### config.mk
export PLATFORM = sky130hd
export DESIGN_NAME = prpg_lfsr_engine
export DESIGN_NICKNAME = d
export VERILOG_FILES = /design/src/rtl/prpg_pkg.sv /design/src/rtl/prpg_hd_popcount.sv /design/src/rtl/prpg_lfsr_engine.sv
export SDC_FILE = /design/constraint.sdc
export NUM_CORES = 1
export LEC_CHECK = 0
export CORE_ASPECT_RATIO = 0.9
export CORE_MARGIN = 2
export CORE_UTILIZATION = 47
export CTS_BUF_LIST = sky130_fd_sc_hd__clkbuf_8
export DETAILED_ROUTE_END_ITERATION = 8
export PLACE_DENSITY = 0.84
export RECOVER_POWER = 50
export REMOVE_ABC_BUFFERS = 1
export SYNTH_ARGS = -nofsm -noshare
export SYNTH_HDL_FRONTEND = slang
export SYNTH_SLANG_ARGS = --single-unit
export TNS_END_PERCENT = 30
### constraint.sdc
create_clock -name clk -period 3.21 [get_ports clk]
set_input_delay 0.642 -clock clk [delete_from_list [all_inputs] [get_ports clk]]
set_output_delay 0.642 -clock clk [all_outputs]
set_load 0.02 [all_outputs]
### src/rtl/prpg_pkg.sv
// Shared types and the Galois LFSR step function for the PRPG pattern engine.
package prpg_pkg;

    localparam int PRPG_MAX_W = 64;

    typedef enum logic [3:0] {
        OP_NOP  = 4'd0,
        OP_TAP  = 4'd1,
        OP_SEED = 4'd2,
        OP_RUN  = 4'd3,
        OP_CLR  = 4'd4,
        OP_HALT = 4'd15
    } op_e;

    typedef enum logic [1:0] {
        IDLE = 2'd0,
        RUN  = 2'd1,
        HALT = 2'd2
    } state_e;

    // Bits at or above w are ignored on input and returned as zero.
    function automatic logic [PRPG_MAX_W-1:0] lfsr_next(
        input logic [PRPG_MAX_W-1:0] q,
        input logic [PRPG_MAX_W-1:0] tap,
        input int unsigned           w
    );
        logic                  msb;
        logic [PRPG_MAX_W-1:0] n;
        msb = q[w-1];
        n   = '0;
        for (int i = 0; i < PRPG_MAX_W; i++) begin
            if (i == 0)
                n[0] = msb;
            else if (i < int'(w))
                n[i] = q[i-1] ^ (tap[i] & msb);
        end
        return n;
    endfunction

endpackage

### src/rtl/prpg_hd_popcount.sv
// Hamming distance between two patterns: XOR followed by a population count.
module prpg_hd_popcount #(
    parameter int WIDTH = 8,
    parameter int HD_W  = $clog2(WIDTH + 1)
) (
    input  logic [WIDTH-1:0] a,
    input  logic [WIDTH-1:0] b,
    output logic [HD_W-1:0]  cnt
);

    logic [WIDTH-1:0] diff;

    assign diff = a ^ b;

    always_comb begin
        cnt = '0;
        for (int i = 0; i < WIDTH; i++)
            cnt = cnt + HD_W'(diff[i]);
    end

endmodule

### src/rtl/prpg_lfsr_engine.sv
// Command-driven Galois LFSR pattern engine streaming RUN-length bursts over valid/ready.
// Define PRPG_HD_STATS_EN to build the Hamming-distance statistics (hd_last, hd_sum, pat_total).
module prpg_lfsr_engine
    import prpg_pkg::*;
#(
    parameter int              WIDTH    = 8,
    parameter int              CNT_W    = 8,
    parameter int              SUM_W    = 16,
    parameter logic [WIDTH-1:0] TAP_RST  = 8'h1C,
    parameter logic [WIDTH-1:0] SEED_RST = 8'h01,
    localparam int             ARG_W    = (WIDTH > CNT_W) ? WIDTH : CNT_W,
    localparam int             HD_W     = $clog2(WIDTH + 1)
) (
    input  logic             clk,
    input  logic             rst_n,
    input  logic             cmd_valid,
    output logic             cmd_ready,
    input  logic [3:0]       cmd_op,
    input  logic [ARG_W-1:0] cmd_arg,
    output logic             pat_valid,
    input  logic             pat_ready,
    output logic [WIDTH-1:0] pat_data,
    output logic             pat_last,
    output logic [WIDTH-1:0] lfsr_q,
    output logic             busy,
    output logic             halted,
    output logic             zero_lock,
    output logic [HD_W-1:0]  hd_last,
    output logic [SUM_W-1:0] hd_sum,
    output logic [SUM_W-1:0] pat_total
);

    state_e           state_q, state_d;
    op_e              op;
    logic [WIDTH-1:0] tap_q;
    logic [CNT_W-1:0] remaining_q;
    logic             cmd_fire, pat_fire;

    assign op        = op_e'(cmd_op);
    assign cmd_fire  = cmd_valid & cmd_ready;
    assign pat_fire  = pat_valid & pat_ready;
    assign pat_data  = WIDTH'(lfsr_next(PRPG_MAX_W'(lfsr_q), PRPG_MAX_W'(tap_q), WIDTH));
    assign pat_last  = pat_valid && (remaining_q == CNT_W'(1));
    assign busy      = (state_q == RUN);
    assign halted    = (state_q == HALT);
    assign zero_lock = (lfsr_q == '0);

    always_ff @(posedge clk or negedge rst_n) begin
        if (!rst_n)
            state_q <= IDLE;
        else
            state_q <= state_d;
    end

    always_comb begin
        state_d   = state_q;
        cmd_ready = 1'b0;
        pat_valid = 1'b0;
        case (state_q)
            IDLE: begin
                cmd_ready = 1'b1;
                if (cmd_valid && op == OP_RUN && cmd_arg[CNT_W-1:0] != '0)
                    state_d = RUN;
                else if (cmd_valid && op == OP_HALT)
                    state_d = HALT;
            end
            RUN: begin
                pat_valid = 1'b1;
                if (pat_ready && remaining_q == CNT_W'(1))
                    state_d = IDLE;
            end
            HALT:    state_d = HALT;
            default: state_d = IDLE;
        endcase
    end

    always_ff @(posedge clk or negedge rst_n) begin
        if (!rst_n) begin
            lfsr_q      <= SEED_RST;
            tap_q       <= TAP_RST;
            remaining_q <= '0;
        end else if (cmd_fire) begin
            case (op)
                OP_TAP:  tap_q       <= cmd_arg[WIDTH-1:0];
                OP_SEED: lfsr_q      <= cmd_arg[WIDTH-1:0];
                OP_RUN:  remaining_q <= cmd_arg[CNT_W-1:0];
                default: ;
            endcase
        end else if (pat_fire) begin
            lfsr_q      <= pat_data;
            remaining_q <= remaining_q - CNT_W'(1);
        end
    end

`ifdef PRPG_HD_STATS_EN
    logic [HD_W-1:0] hd_cnt;

    function automatic logic [SUM_W-1:0] sat_add(
        input logic [SUM_W-1:0] a,
        input logic [SUM_W-1:0] b
    );
        logic [SUM_W:0] s;
        s = {1'b0, a} + {1'b0, b};
        return s[SUM_W] ? '1 : s[SUM_W-1:0];
    endfunction

    prpg_hd_popcount #(
        .WIDTH (WIDTH),
        .HD_W  (HD_W)
    ) u_hd_popcount (
        .a   (lfsr_q),
        .b   (pat_data),
        .cnt (hd_cnt)
    );

    always_ff @(posedge clk or negedge rst_n) begin
        if (!rst_n) begin
            hd_last   <= '0;
            hd_sum    <= '0;
            pat_total <= '0;
        end else if (cmd_fire && op == OP_CLR) begin
            hd_last   <= '0;
            hd_sum    <= '0;
            pat_total <= '0;
        end else if (pat_fire) begin
            hd_last   <= hd_cnt;
            hd_sum    <= sat_add(hd_sum, SUM_W'(hd_cnt));
            pat_total <= sat_add(pat_total, SUM_W'(1));
        end
    end
`else
    assign hd_last   = '0;
    assign hd_sum    = '0;
    assign pat_total = '0;
`endif

endmodule
# After elaboration in Yosys (flattened, before gate mapping)
# Cells that the tools add are included.
# classes
addsub	1
n_eq_ne	11
muxes	12
n_bitwise	16
reduce_logical	13
# ops
cell	n
$mux 8	6
$and 1x1->1	9
$eq 4x2->1 const B	2
$eq 8x1->1 const B	1
$logic_not 8->1	1
$reduce_and 2->1	4
$reduce_bool 8->1	1
$sub 8x1->8 const B	1
$xor 1x1->1	7
$mux 2	3
$ne 2x1->1 const B	3
$pmux 2 s3	1
$logic_and 1x1->1	5
$eq 4x1->1 const B	1
$eq 4x4->1 const B	1
$ne 3x3->1 const B	1
$eq 2x1->1 const B	1
$eq 2x2->1 const B	1
$logic_not 2->1	1
$mux 1	2
$reduce_bool 2->1	1
# word_totals
register_bits	26
input_bits	16
out_inout_bits	58
word_cells	57

# Depth between registers and ports, before layout
# Gate-level depths: netlist of the first run.
# logic_depth
depth_word	5
ltp_mapped	7
mapped_depth_nobuf	6

# Worst setup path after synthesis of the first run
# OpenSTA, ideal clock, no wires.
# synth_timing
path_kind	register to output
start	register lfsr_q[7]
end	output pat_data[1]
arrival_time_ns	1.261
required_time_ns	2.568
setup_slack_ns	1.307
stages_incl_launch_ff	4
n_path_buf	1
cell_sequence	dfrtp_1 > clkbuf_1 > nand2_1 > xnor2_1
# synth_between
elab_chain_cells	2
# synth_rtl
item	line	rtl
from (decl)	prpg_lfsr_engine.sv:24	output logic [WIDTH-1:0] lfsr_q,
from (signal assigned)	prpg_lfsr_engine.sv:85	OP_SEED: lfsr_q <= cmd_arg[WIDTH-1:0];
from (signal assigned)	prpg_lfsr_engine.sv:90	lfsr_q <= pat_data;
$and 1x1->1	prpg_pkg.sv:35	n[i] = q[i-1] ^ (tap[i] & msb);
$xor 1x1->1	prpg_pkg.sv:35	
to (decl)	prpg_lfsr_engine.sv:22	output logic [WIDTH-1:0] pat_data,
# No other way between the ends.

# Worst setup path after layout of the first run
# layout_timing
start	input cmd_valid
end	register tap_q[1]
# layout_between
elab_chain_cells	2
# layout_rtl
item	line	rtl
from (decl)	prpg_lfsr_engine.sv:16	input logic cmd_valid,
$and 1x1->1	prpg_lfsr_engine.sv:40	assign cmd_fire = cmd_valid & cmd_ready;
$reduce_and 2->1 (no line)	-	
to (signal assigned)	prpg_lfsr_engine.sv:84	OP_TAP: tap_q <= cmd_arg[WIDTH-1:0];
to (decl)	prpg_lfsr_engine.sv:35	logic [WIDTH-1:0] tap_q;
# No other way between the ends.
# A chain may end at the register's enable or synchronous reset.

==> impl_metrics.tcl, run 1 <==
set metrics [dict create \
    status "complete, no violations" \
    setup-tns-final_ns 0 \
    num_vias 1317 \
    slew_headroom_pct 13.5 \
    syn_inst 185 \
    ios 74 \
    finish.utilization_pct 57.9 \
    synth.most_common_cell "buf_4" \
    cp.required_ns 3.36 \
    worstPathArrival_ns 3.01 \
    seq_area_um2 631 \
    worstSkewPairLatency_ns 0.26 \
    final-setup-viol-count 0 \
    die_w_um 68.2 \
    viasPerCell 5.03 \
    stdcell_count 262 \
    cts_setup_buffers 0 \
    htree_levels 1 \
    hpwlAfterDp_um 2670 \
    portBuffers 37 \
    multi_input_area_um2 876 \
    synth_top_area_cell "dfrtp_1" \
    period_needed_ns 2.86 \
    drive_gt1_share_pct 5.96 \
    cts_hold_buffers 0 \
    avgSynthCellArea_um2 9.43 \
    cts_buffer_depth 2 \
    ys_top_cells_by_count "buf_4 (39), dfrtp_1 (21), nand2_1 (16), nor2_1 (16), o21ai_1 (14)" \
    drt_first_pass_iters 4 \
    start_util_pct 50.5 \
    yosysWarnings 0 \
    critical_path_class "input port to flop" \
    maxCapViolCount 0 \
    p_per_area_nw_per_um2 937 \
    ys_types 41 \
    fin_crit_sh_pct 89.1 \
    fp-row-count 20 \
    grt_pass1_vias 1113 \
    rsz0062_at_grt "no" \
    initialDrtViolationCount 71 \
    dp.cells 258 \
    routed_wl_um 3400 \
    leakage_nw 0.877 \
    vdd_drop_max_mv 0.271 \
    ys_ff_latch 25 \
    grt_pass1_wl_um 5310 \
    nFillCells 314 \
    hold_viol 0 \
    root_buffer "clkbuf_8" \
    netlist.area_leader.share_pct 30.1 \
    dominantRegCellSynth "dfrtp_1" \
    track_usage_pct 16.9 \
    clock_skew_ns 0.00180 \
    worst_pin_slew_ns 1.30 \
    finalPower_mw 1.87 \
    placedInstanceArea_um2 1980 \
    drv_slew 0 \
    min_path_type "flop to flop" \
    die_y_um 61.8 \
    cts.clk_slew.worst_paths_ns 0.08 \
    grt_overflow_total 0 \
    end_kind "flop" \
    grt_max_degree 26 \
    start_kind "input port" \
    finalNetCount 237 \
    cts.sinks 25 \
    ys_seq_area_share_pct 36.1 \
    synth_edf_count 0 \
    fin_area_um2 2000 \
    coreArea_um2 3450 \
    max_freq_mhz 350 \
    place.gp.congestion 0.794 \
    antenna_cells 0 \
    cts_buffers 3 \
    cts_tree "built" \
    syn_area_um2 1750 \
    post_cts_resized 0 \
    synthTopCellsByArea "dfrtp_1 (30%), buf_4 (17%), dfstp_2 (6.0%), o21ai_1 (4.0%), mux2_1 (3.9%)" \
    syn2layout_area_growth_pct 14.6 \
    synthArstFlopShare_pct 100 \
    wl_per_cell_um 13.0 \
    antenna_found_initial 0 \
    drc_errors 0 \
    detail-route-antenna-nets 0 \
    die_area_um2 4220 \
    cp_max_fo 7 \
]
==> final timing paths <==
check,to,from,slack [ns],cells after the start
min in group asynchronous,remaining_q[1]$_DFFE_PN0P_,rst_n,1.18,2
max in group asynchronous,lfsr_q[5]$_DFFE_PN0P_,rst_n,1.26,2
hold / removal,lfsr_q[0]$_DFFE_PN1P_,lfsr_q[0]$_DFFE_PN1P_,0.50,2
setup reg to reg,tap_q[1]$_DFFE_PN0P_,state_q[1]$_DFFE_PN0P_,0.73,3
hold reg to reg,lfsr_q[0]$_DFFE_PN1P_,lfsr_q[0]$_DFFE_PN1P_,0.50,2
setup / recovery,tap_q[1]$_DFFE_PN0P_,cmd_valid,0.35,4
==> cell type report <==
type / count / share of cell area, %
Tap cell: 44 / 2.75
Multi-Input combinational cell: 147 / 43.8
Inverter: 3 / 0.563
Clock buffer: 3 / 2.07
Clock inverter: 1 / 0.188
Timing Repair Buffer: 39 / 19.1
Sequential cell: 25 / 31.5
==> stage by stage <==
step / setup slack, ns / hold WS (ns)
after floorplan: 1.12 / 0.346
after global placement: 0.815 / 0.474
after detailed placement: 0.739 / 0.482
after CTS: 0.488 / 0.498
after global routing: 0.238 / 0.530
final: 0.351 / 0.495
==> sequential cells by signal, summed over array words and instances, names as in the netlist <==
register and count:
remaining_q 8, state_q 2, tap_q 7, lfsr_q 8
==> per-layer routing <==
layer  up-vias  GRT usage [%]  wire [um]
met1       628           22.7       1490
met2        44           28.3       1680
met4         0           4.86         57
met5         -              0          0
met3         6           2.88        160
li1        639              -          -
==> kinds of logic (layout without fill, tap and decap cells) <==
kind of cell,count (synthesis),in the layout,share of synthesized area (%)
and+or+nand+nor,53,53,16.5
buffers and inverters,48,46,19.7
AOI/OAI and AO/OA,38,38,15.7
DFF,25,25,36.1
muxes,11,11,6.81
xor gates and xnor gates,7,7,3.51
adders and majority gates,2,2,1.43
other,1,36,0.215
==> report_power, final <==
part	internal [mW]	switching, mW
clock network	0.0854	0.0939
logic	0.477	0.571
registers	0.476	0.169
==> cell usage in the layout (no fill, tap or decap), types with 2 or more instances in the layout <==
cell / count
nor2_1: 16
clkdlybuf4s50_1: 28
conb_1: 36
mux2i_1: 4
dfrtp_1: 21
a31oi_1: 3
a22oi_1: 2
o21ai_1: 14
clkbuf_8: 3
inv_1: 4
nand2_1: 16
o22a_1: 2
mux2_1: 6
xnor2_1: 7
and3_1: 2
dfstp_2: 4
ha_1: 2
dlygate4sd3_1: 9
nor2b_1: 2
nor4_1: 6
a21oi_1: 5
and2_1: 3
o31ai_1: 3
nor3_1: 2
==> critical path, stage by stage <==
cell             delay (ns)
clkdlybuf4s50_1        0.48
nor3b_1                0.80
nand4b_1               0.60
mux2_1                 0.48
No activity file was read; power rests on OpenSTA's default activity.
==> run 2, diff against run 1 <==
--- a/config.mk
+++ b/config.mk
@@ -10,6 +10,7 @@
 export CORE_UTILIZATION = 47
 export CTS_BUF_LIST = sky130_fd_sc_hd__clkbuf_8
 export DETAILED_ROUTE_END_ITERATION = 8
+export HOLD_SLACK_MARGIN = 0.03
 export PLACE_DENSITY = 0.84
 export RECOVER_POWER = 50
 export REMOVE_ABC_BUFFERS = 1
==> results of run 2 <==
Same layout as run 1: the final DEF is identical, and so are final timing and power.
